===== src/rtl/shift_reg_load_arbiter_if.sv =====
// Handshake and shift-register pin bundle between two byte producers, the
// round-robin load arbiter and the shared serial-in shift register.
interface shift_reg_load_arbiter_if #(
  parameter int WIDTH = 8
);
  logic             req0_valid;
  logic [WIDTH-1:0] req0_data;
  logic             req0_ready;
  logic             req1_valid;
  logic [WIDTH-1:0] req1_data;
  logic             req1_ready;
  logic             abort;
  logic             sr_en;
  logic             sr_serial_in;
  logic             busy;
  logic             done;
  logic             done_id;
  logic             aborted;

  modport master (
    output req0_valid, req0_data, req1_valid, req1_data, abort,
    input  req0_ready, req1_ready, sr_en, sr_serial_in, busy, done, done_id, aborted
  );

  modport slave (
    input  req0_valid, req0_data, req1_valid, req1_data, abort,
    output req0_ready, req1_ready, sr_en, sr_serial_in, busy, done, done_id, aborted
  );
endinterface


===== src/rtl/shift_reg_load_arbiter.sv =====
// Round-robin arbiter that serially loads a granted byte, MSB first, into a
// shared shift-left register, holds it for HOLD_CYCLES, then reports done.
module shift_reg_load_arbiter #(
  parameter int WIDTH       = 8,
  parameter int HOLD_CYCLES = 2
) (
  input  logic                     clk,
  input  logic                     rst,
  shift_reg_load_arbiter_if.slave  bus
);
  localparam int CNT_W  = $clog2(WIDTH) + 1;
  localparam int HOLD_W = 4;

  typedef enum logic [1:0] {IDLE, SHIFT, HOLD} state_t;

  state_t             state_q, state_d;
  logic [WIDTH-1:0]   shadow_q, shadow_d;
  logic [CNT_W-1:0]   cnt_q, cnt_d;
  logic [HOLD_W-1:0]  hold_q, hold_d;
  logic               owner_q, owner_d;
  logic               last_grant_q, last_grant_d;
  logic               sr_en_q, sr_en_d;
  logic               ser_q, ser_d;
  logic               done_q, done_d;
  logic               done_id_q, done_id_d;
  logic               aborted_q, aborted_d;
  logic               grant0, grant1;

  // Ready is masked by rst so it drops the instant reset asserts.
  assign grant0 = (state_q == IDLE) && !rst && bus.req0_valid &&
                  (!bus.req1_valid || last_grant_q);
  assign grant1 = (state_q == IDLE) && !rst && bus.req1_valid &&
                  (!bus.req0_valid || !last_grant_q);

  assign bus.req0_ready   = grant0;
  assign bus.req1_ready   = grant1;
  assign bus.sr_en        = sr_en_q;
  assign bus.sr_serial_in = ser_q;
  assign bus.busy         = (state_q != IDLE);
  assign bus.done         = done_q;
  assign bus.done_id      = done_id_q;
  assign bus.aborted      = aborted_q;

  always_ff @(posedge clk or posedge rst) begin
    if (rst) begin
      state_q      <= IDLE;
      shadow_q     <= '0;
      cnt_q        <= '0;
      hold_q       <= '0;
      owner_q      <= 1'b0;
      last_grant_q <= 1'b1;
      sr_en_q      <= 1'b0;
      ser_q        <= 1'b0;
      done_q       <= 1'b0;
      done_id_q    <= 1'b0;
      aborted_q    <= 1'b0;
    end else begin
      state_q      <= state_d;
      shadow_q     <= shadow_d;
      cnt_q        <= cnt_d;
      hold_q       <= hold_d;
      owner_q      <= owner_d;
      last_grant_q <= last_grant_d;
      sr_en_q      <= sr_en_d;
      ser_q        <= ser_d;
      done_q       <= done_d;
      done_id_q    <= done_id_d;
      aborted_q    <= aborted_d;
    end
  end

  always_comb begin
    state_d      = state_q;
    shadow_d     = shadow_q;
    cnt_d        = cnt_q;
    hold_d       = hold_q;
    owner_d      = owner_q;
    last_grant_d = last_grant_q;
    sr_en_d      = 1'b0;
    ser_d        = 1'b0;
    done_d       = 1'b0;
    done_id_d    = 1'b0;
    aborted_d    = 1'b0;

    case (state_q)
      IDLE: begin
        if (grant0 || grant1) begin
          shadow_d     = grant1 ? bus.req1_data : bus.req0_data;
          owner_d      = grant1;
          last_grant_d = grant1;
          cnt_d        = '0;
          sr_en_d      = 1'b1;
          ser_d        = shadow_d[WIDTH-1];
          state_d      = SHIFT;
        end
      end

      SHIFT: begin
        // Abort takes priority even on the last shift edge.
        if (bus.abort) begin
          aborted_d = 1'b1;
          state_d   = IDLE;
        end else if (cnt_q == CNT_W'(WIDTH - 1)) begin
          done_d    = 1'b1;
          done_id_d = owner_q;
          hold_d    = '0;
          state_d   = HOLD;
        end else begin
          shadow_d = {shadow_q[WIDTH-2:0], 1'b0};
          cnt_d    = cnt_q + CNT_W'(1);
          sr_en_d  = 1'b1;
          ser_d    = shadow_q[WIDTH-2];
        end
      end

      HOLD: begin
        if (hold_q == HOLD_W'(HOLD_CYCLES - 1)) begin
          state_d = IDLE;
        end else begin
          hold_d = hold_q + HOLD_W'(1);
        end
      end

      default: state_d = IDLE;
    endcase
  end
endmodule


===== src/flat_wrapper.sv =====
// flat-port wrapper written by rule: the top's interface ports become plain ports
module shift_reg_load_arbiter_flat 
#(
  parameter int WIDTH       = 8,
  parameter int HOLD_CYCLES = 2
)
  (clk, rst, bus_req0_valid, bus_req0_data, bus_req1_valid, bus_req1_data, bus_abort, bus_req0_ready, bus_req1_ready, bus_sr_en, bus_sr_serial_in, bus_busy, bus_done, bus_done_id, bus_aborted);
  shift_reg_load_arbiter_if #(.WIDTH(WIDTH)) bus_i ();
  input  logic clk;
  input  logic rst;
  input wire logic [$bits(bus_i.req0_valid)-1:0] bus_req0_valid;
  input wire logic [$bits(bus_i.req0_data)-1:0] bus_req0_data;
  input wire logic [$bits(bus_i.req1_valid)-1:0] bus_req1_valid;
  input wire logic [$bits(bus_i.req1_data)-1:0] bus_req1_data;
  input wire logic [$bits(bus_i.abort)-1:0] bus_abort;
  output wire logic [$bits(bus_i.req0_ready)-1:0] bus_req0_ready;
  output wire logic [$bits(bus_i.req1_ready)-1:0] bus_req1_ready;
  output wire logic [$bits(bus_i.sr_en)-1:0] bus_sr_en;
  output wire logic [$bits(bus_i.sr_serial_in)-1:0] bus_sr_serial_in;
  output wire logic [$bits(bus_i.busy)-1:0] bus_busy;
  output wire logic [$bits(bus_i.done)-1:0] bus_done;
  output wire logic [$bits(bus_i.done_id)-1:0] bus_done_id;
  output wire logic [$bits(bus_i.aborted)-1:0] bus_aborted;
  assign bus_i.req0_valid = bus_req0_valid;
  assign bus_i.req0_data = bus_req0_data;
  assign bus_i.req1_valid = bus_req1_valid;
  assign bus_i.req1_data = bus_req1_data;
  assign bus_i.abort = bus_abort;
  assign bus_req0_ready = bus_i.req0_ready;
  assign bus_req1_ready = bus_i.req1_ready;
  assign bus_sr_en = bus_i.sr_en;
  assign bus_sr_serial_in = bus_i.sr_serial_in;
  assign bus_busy = bus_i.busy;
  assign bus_done = bus_i.done;
  assign bus_done_id = bus_i.done_id;
  assign bus_aborted = bus_i.aborted;
  shift_reg_load_arbiter #(.WIDTH(WIDTH), .HOLD_CYCLES(HOLD_CYCLES)) u_core (.clk(clk), .rst(rst), .bus(bus_i));
endmodule

===== config.mk =====
export PLATFORM = sky130hd
export DESIGN_NAME = shift_reg_load_arbiter_flat
export DESIGN_NICKNAME = d
export VERILOG_FILES = /design/src/rtl/shift_reg_load_arbiter_if.sv /design/src/rtl/shift_reg_load_arbiter.sv /design/src/flat_wrapper.sv
export SDC_FILE = /design/constraint.sdc
export NUM_CORES = 1
export LEC_CHECK = 0
export CAP_MARGIN = 20
export CORE_ASPECT_RATIO = 1.75
export CORE_UTILIZATION = 30
export CTS_CLUSTER_SIZE = 30
export DETAILED_ROUTE_END_ITERATION = 16
export GPL_ROUTABILITY_DRIVEN = 1
export GPL_TIMING_DRIVEN = 0
export MAX_ROUTING_LAYER = met4
export PLACE_DENSITY = 0.63
export SYNTH_ARGS = -nofsm -noshare
export SYNTH_HDL_FRONTEND = slang
export SYNTH_SLANG_ARGS = --single-unit

===== constraint.sdc =====
create_clock -name clk -period 1.6 [get_ports clk]
set_input_delay 0.48 -clock clk [delete_from_list [all_inputs] [get_ports clk]]
set_output_delay 0.48 -clock clk [all_outputs]
set_load 0.02 [all_outputs]

# Yosys cells after proc, flatten, opt, wreduce, memory -nomap -nowiden
# Index checks and enable logic that the tools add are counted.
# Widths: inputs -> output; s select.
[op_classes]
addsub = 2
eq_ne = 11
n_mux = 34
reduce_logical = 20
[ops]
columns = ["op", "count"]
rows = [
  ["$mux 4", 6],
  ["$mux 7", 3],
  ["$pmux 4 s2", 2],
  ["$mux 1", 14],
  ["$pmux 7 s2", 1],
  ["$add 4x1->4 const B", 2],
  ["$mux 2", 4],
  ["$mux 8", 1],
  ["$ne 2x2->1 const B", 4],
  ["$reduce_and 4->1", 2],
  ["$pmux 2 s3", 1],
  ["$reduce_bool 2->1", 3],
  ["$logic_and 1x1->1", 5],
  ["$eq 4x1->1 const B", 1],
  ["$eq 4x3->1 const B", 1],
  ["$logic_not 1->1", 4],
  ["$ne 2x1->1 const B", 2],
  ["$pmux 1 s2", 2],
  ["$logic_or 1x1->1", 3],
  ["$ne 3x2->1 const B", 1],
  ["$reduce_and 3->1", 1],
  ["$eq 2x1->1 const B", 1],
  ["$eq 2x2->1 const B", 1],
  ["$logic_not 2->1", 1],
  ["$reduce_and 2->1", 1],
]
[totals]
regBits = 24
wordCells = 78

# Depth between registers and ports, before layout
[depth]
word_depth = 7
depth_mapped = 6

# Worst setup path before layout
# Ideal clock, no wire load.
[synth_path]
kind = "input to output"
from = "input bus_req1_valid"
to = "output bus_req1_ready"
arrival_time_ns = 1.243
required_time_ns = 1.120
path_slack_ns = -0.123
path_stages = 4
n_path_buf = 1
cell_sequence = "a21boi_1 > nand2_1 > buf_2 > inv_1"
[synth_via]
elab_chain_len = 2
[synth_rtl]
columns = ["element", "line", "text"]
rows = [
  ["start: declaration", "flat_wrapper.sv:13", "input wire logic [$bits(bus_i.req1_valid)-1:0] bus_req1_valid;"],
  ["$logic_and 1x1->1 (2 in a row)", "shift_reg_load_arbiter.sv:32", "assign grant1 = (state_q == IDLE) && !rst && bus.req1_valid &&"],
  ["end: declaration", "flat_wrapper.sv:17", "output wire logic [$bits(bus_i.req1_ready)-1:0] bus_req1_ready;"],
]
# No other way between the ends.

# Worst setup path in the final report
[layout_path]
from = "register u_core.state_q[0]"
to = "output bus_req0_ready"
[layout_via]
elab_chain_len = 4
[layout_rtl]
columns = ["element", "line", "text"]
rows = [
  ["start: declaration", "shift_reg_load_arbiter.sv:16", "state_t state_q, state_d;"],
  ["start signal: assignment", "shift_reg_load_arbiter.sv:58", "state_q <= state_d;"],
  ["$logic_not 2->1", "shift_reg_load_arbiter.sv:30", "assign grant0 = (state_q == IDLE) && !rst && bus.req0_valid &&"],
  ["$logic_and 1x1->1 (3 in a row)", "shift_reg_load_arbiter.sv:30", ""],
  ["end: declaration", "flat_wrapper.sv:16", "output wire logic [$bits(bus_i.req0_ready)-1:0] bus_req0_ready;"],
]
# No other way between the ends.

==> impl.org <==
** Outcome
- The flow ran to the end, but the final reports show violations.
- Violated checks :: negative setup slack

** Placement
- Detailed placer's ending HPWL :: 2110 um
- Routability-driven placement finished with a final weighted congestion of 0.801.
- Prior to clock tree synthesis, the placed netlist has a worst setup slack of -1.19 ns.
- Number of port buffers :: 28

** Global route
- Number of global-route vias before repair :: 1,187
- Across every metal layer, demand over resource in global routing totals 16.6%.
- The first global-routing pass estimated 5150 um of wire.
- Largest net degree at the start of global routing :: 25
- The number of antenna violations at the first check in global routing came to 0.
- The total overflow left after global routing is 0.

** Run
- Across the run, the number of max-cap violations was 0.

** Clocking
- Cts hold-fix bufs :: 0
- Number of sinks handled by clock tree synthesis :: 24
- Buffer depth of the longest clock path :: 2
- Clock network latency to the later pin of the worst-skew pair :: 0.26 ns
- CTS built an H-tree with a depth of 1.
- The tree is rooted in a sky130_fd_sc_hd__clkbuf_8.
- Clock transition at path regs :: 0.08 ns
- In this run, CTS created clock tree buffers numbering 3.
- TritonCTS built the clock tree.

** Synthesis
- Net count after synthesis :: 145
- Summing every instance area after synthesis gives 1220 um2.
- Portion of synthesized cell area occupied by the leading cell type :: 47.3%
- Synthesized area per cell :: 10.1 um2
- After technology mapping, the gate count stands at 121.
- Flip-flop cell with the highest count after synthesis :: sky130_fd_sc_hd__dfrtp_1
- In this run, distinct cell masters in the synthesized netlist total 34.
- Sequential element share of the synthesized area :: 49.5%
- After Yosys synthesis, full adders, half adders and majority gates account for 3.09% of the synthesized area.
- Among all cell types in the netlist, the one instantiated most often is sky130_fd_sc_hd__dfrtp_1.
- In the synthesized netlist the async set-or-reset flop fraction comes to 100%.
- Commonest cells in the synthesized netlist :: 23 x sky130_fd_sc_hd__dfrtp_1, 16 x sky130_fd_sc_hd__nand2_1, 10 x sky130_fd_sc_hd__nor2_1
- For this run, the number of Yosys warnings is 0.
- Area fraction in compound gates after synthesis :: 22.2%
- Yosys mapped a number of flops with a built-in enable equal to 0.
- Xor/xnor share of the synthesized area :: 1.44%
- After synthesis, the share of cell area in mux cells is 2.47%.
- Of all cell types, the one taking the most synthesized area is sky130_fd_sc_hd__dfrtp_1.
- By area the synthesized netlist is led by sky130_fd_sc_hd__dfrtp_1 47%, sky130_fd_sc_hd__o31ai_2 6.2%, sky130_fd_sc_hd__nand2_1 4.9%.
- The synthesized design contains 24 register bits.
- After synthesis, the largest family of logic cells by area is compound AO/OA/AOI/OAI gates.
- Summing the areas of all and, or, nand and nor instances in the mapped netlist gives 16.6% of the synthesized area.

** STA
- Final setup margin :: -0.213 ns
- Max Clock Skew :: 0.00846 ns
- Setup violations remaining at the end of the flow were counted as 14.
- Summed over all failing endpoints, the final setup total negative slack is -1.25 ns.
- Setup repair after global routing missed its margin :: true
- Least-Margin Pin Slew :: 0.871 ns
- The worst pin sits at a relative slew slack of 41.9%.
- Final max-slew violation count :: 0
- Hold Fails Final Rpt :: 0
- Post-route clock period utilization :: 113%
- Peak clock frequency supported by timing :: 551 MHz
- Shortest clock period the worst path allows after layout :: 1.81 ns

** Critical path
- The worst setup path is captured at an output pin.
- Worst R2R Start :: u_core.cnt_q[1]
- For the worst flop-to-flop path, the logic depth is 6.
- Required time of the critical path :: 1.12 ns
- Setup slack on the worst reg-to-reg path comes out at -0.13 ns.
- Crit Path Class :: reg -> out
- The worst setup path is launched from a register.
- The worst register-to-register path ends at u_core.shadow_q[6].
- Data arrives at the worst endpoint at 1.33 ns.
- Along the worst path, the maximum fanout reaches 4.

** Cells and area
- From synthesis to final layout, the design area changed by 52.9%.
- The final layout contains 192 nets.
- Ratio of cells with drive above 1 in the final layout :: 34.1%
- Number of inserted diodes :: 0

** Die
- Overall die height :: 86.2 um
- Number of rows created at floorplan :: 30
- In this run the horizontal extent of the chip is 50.1 um.
- Top Ports :: 29
- The core region is 3870 um2.
- For this configuration, the core starts out at a cell density of 31.5%.
- Die area :: 4320 um2

** Hold path
- Type of the worst min-delay path :: in -> async

** Detailed routing
- Vias :: 1,092
- DR pass1 iterations :: 4
- After detailed routing, the total wire length is 3130 um.
- Using the TritonRoute via totals, the vias-per-cell ratio works out to 5.08.
- After detailed routing, the number of remaining DRC violations is 0.
- Post-route antenna net violation count :: 0
- For this block, the initial DRC count from the detailed router was 36.
- Average wire length per cell after detail routing :: 14.6 um

** Pwr
- Across the VDD grid, the largest voltage drop is 0.000403 V.
- Summed over all cells, the static leakage comes to 0.860 nW.
- In this run the power density over the cells is 1140 nW/um2.
- The design draws 2.11 mW.
layer usage:
metal | track usage, % | part of all wire, % | vias up
met1 | 15.1 | 35 | 522
met5 | - | 0 | -
met3 | 1.23 | 3.3 | 16
met2 | 29.8 | 55 | 38
met4 | 14.3 | 6.6 | 0
li1 | - | - | 516
cell type report:
cell class / count / area [um2]
timing repair buffer: 42 / 388
sequential: 24 / 604
tap: 48 / 60.1
fill: 357 / 2010
inverter: 7 / 26.3
buffer: 5 / 50.0
clock buffer: 4 / 45.0
multi-input combinational: 85 / 686
sequential cells by signal, indices dropped and copies added, names as in the netlist, 2 cells and up:
name and cells:
u_core.shadow_q 7, u_core.hold_q 4, u_core.cnt_q 4, u_core.state_q 2
through the flow:
step | hold slack [ns] | area [um2] | utilization (%) | cells
floorplan | 0.439 | 1230 | - | 121
global placement | 0.455 | 1570 | 40.5 | 197
detailed placement | 0.463 | 1570 | 40.5 | 197
CTS | 0.470 | 1760 | 45.6 | 214
global route | 0.505 | 1860 | 48.1 | 215
finish | 0.434 | 1860 | 48.1 | 215
worst max path at each step:
stage	from	end	slack [ns]
global route	u_core.state_q[0]	bus_req1_ready	-0.27
global placement	bus_req1_valid	bus_req1_ready	-1.18
CTS	u_core.state_q[1]	bus_req1_ready	-0.23
detailed placement	bus_req1_valid	bus_req1_ready	-1.19
finish	u_core.state_q[0]	bus_req0_ready	-0.21
floorplan	u_core.state_q[1]	bus_req0_ready	0.006
power by group:
group	internal [mW]	switching (mW)
clock network	0.178	0.173
registers	0.787	0.144
logic	0.433	0.400
total	1.40	0.717
placed cells by master, fill, tap and decap left out, types with 2 or more instances in the layout:
cell type | netlist | routed
sky130_fd_sc_hd__a21boi_1 | 1 | 2
sky130_fd_sc_hd__o21ai_1 | 1 | 2
sky130_fd_sc_hd__o31ai_2 | 6 | 4
sky130_fd_sc_hd__a21boi_4 | 0 | 3
sky130_fd_sc_hd__dfrtp_1 | 23 | 21
sky130_fd_sc_hd__and2_1 | 2 | 2
sky130_fd_sc_hd__a31oi_1 | 6 | 6
sky130_fd_sc_hd__nand2_1 | 16 | 12
sky130_fd_sc_hd__buf_4 | 0 | 11
sky130_fd_sc_hd__or2_2 | 2 | 2
sky130_fd_sc_hd__dlygate4sd2_1 | 0 | 6
sky130_fd_sc_hd__nor2_1 | 10 | 9
sky130_fd_sc_hd__o22ai_1 | 2 | 2
sky130_fd_sc_hd__nand2b_1 | 3 | 3
sky130_fd_sc_hd__nor2b_1 | 2 | 2
sky130_fd_sc_hd__mux2i_1 | 3 | 3
sky130_fd_sc_hd__or3_4 | 0 | 2
sky130_fd_sc_hd__clkbuf_8 | 0 | 3
sky130_fd_sc_hd__o21ai_0 | 6 | 4
sky130_fd_sc_hd__dfrtp_2 | 0 | 2
sky130_fd_sc_hd__o31ai_4 | 0 | 3
sky130_fd_sc_hd__inv_1 | 7 | 6
sky130_fd_sc_hd__clkdlybuf4s50_1 | 0 | 17
sky130_fd_sc_hd__ha_1 | 3 | 2
sky130_fd_sc_hd__buf_2 | 4 | 2
sky130_fd_sc_hd__buf_6 | 1 | 10
sky130_fd_sc_hd__xor2_1 | 2 | 2
sky130_fd_sc_hd__nand2_2 | 0 | 4
what timing repair did:
item                       CTS  global route
setup buffers               11             2
gates resized for setup     48            25
cloned                       2             0
pin swaps                   13             5
setup endpoints to repair   22            18
cells by family after synthesis:
kind of cell,Yosys count
AND/OR/NAND/NOR,42
AO/OA/AOI/OAI,35
buffers and inverters,12
adder cells (fa/ha/maj),3
XOR/XNOR,2
multiplexers,3
flip-flops,24
critical path, cell delays in order (launching register included):
cell and delay, ns:
sky130_fd_sc_hd__dfrtp_2 0.44, sky130_fd_sc_hd__or3_4 0.40, sky130_fd_sc_hd__nor2_4 0.12, sky130_fd_sc_hd__buf_6 0.12
Power figures use the tool's default switching activity.
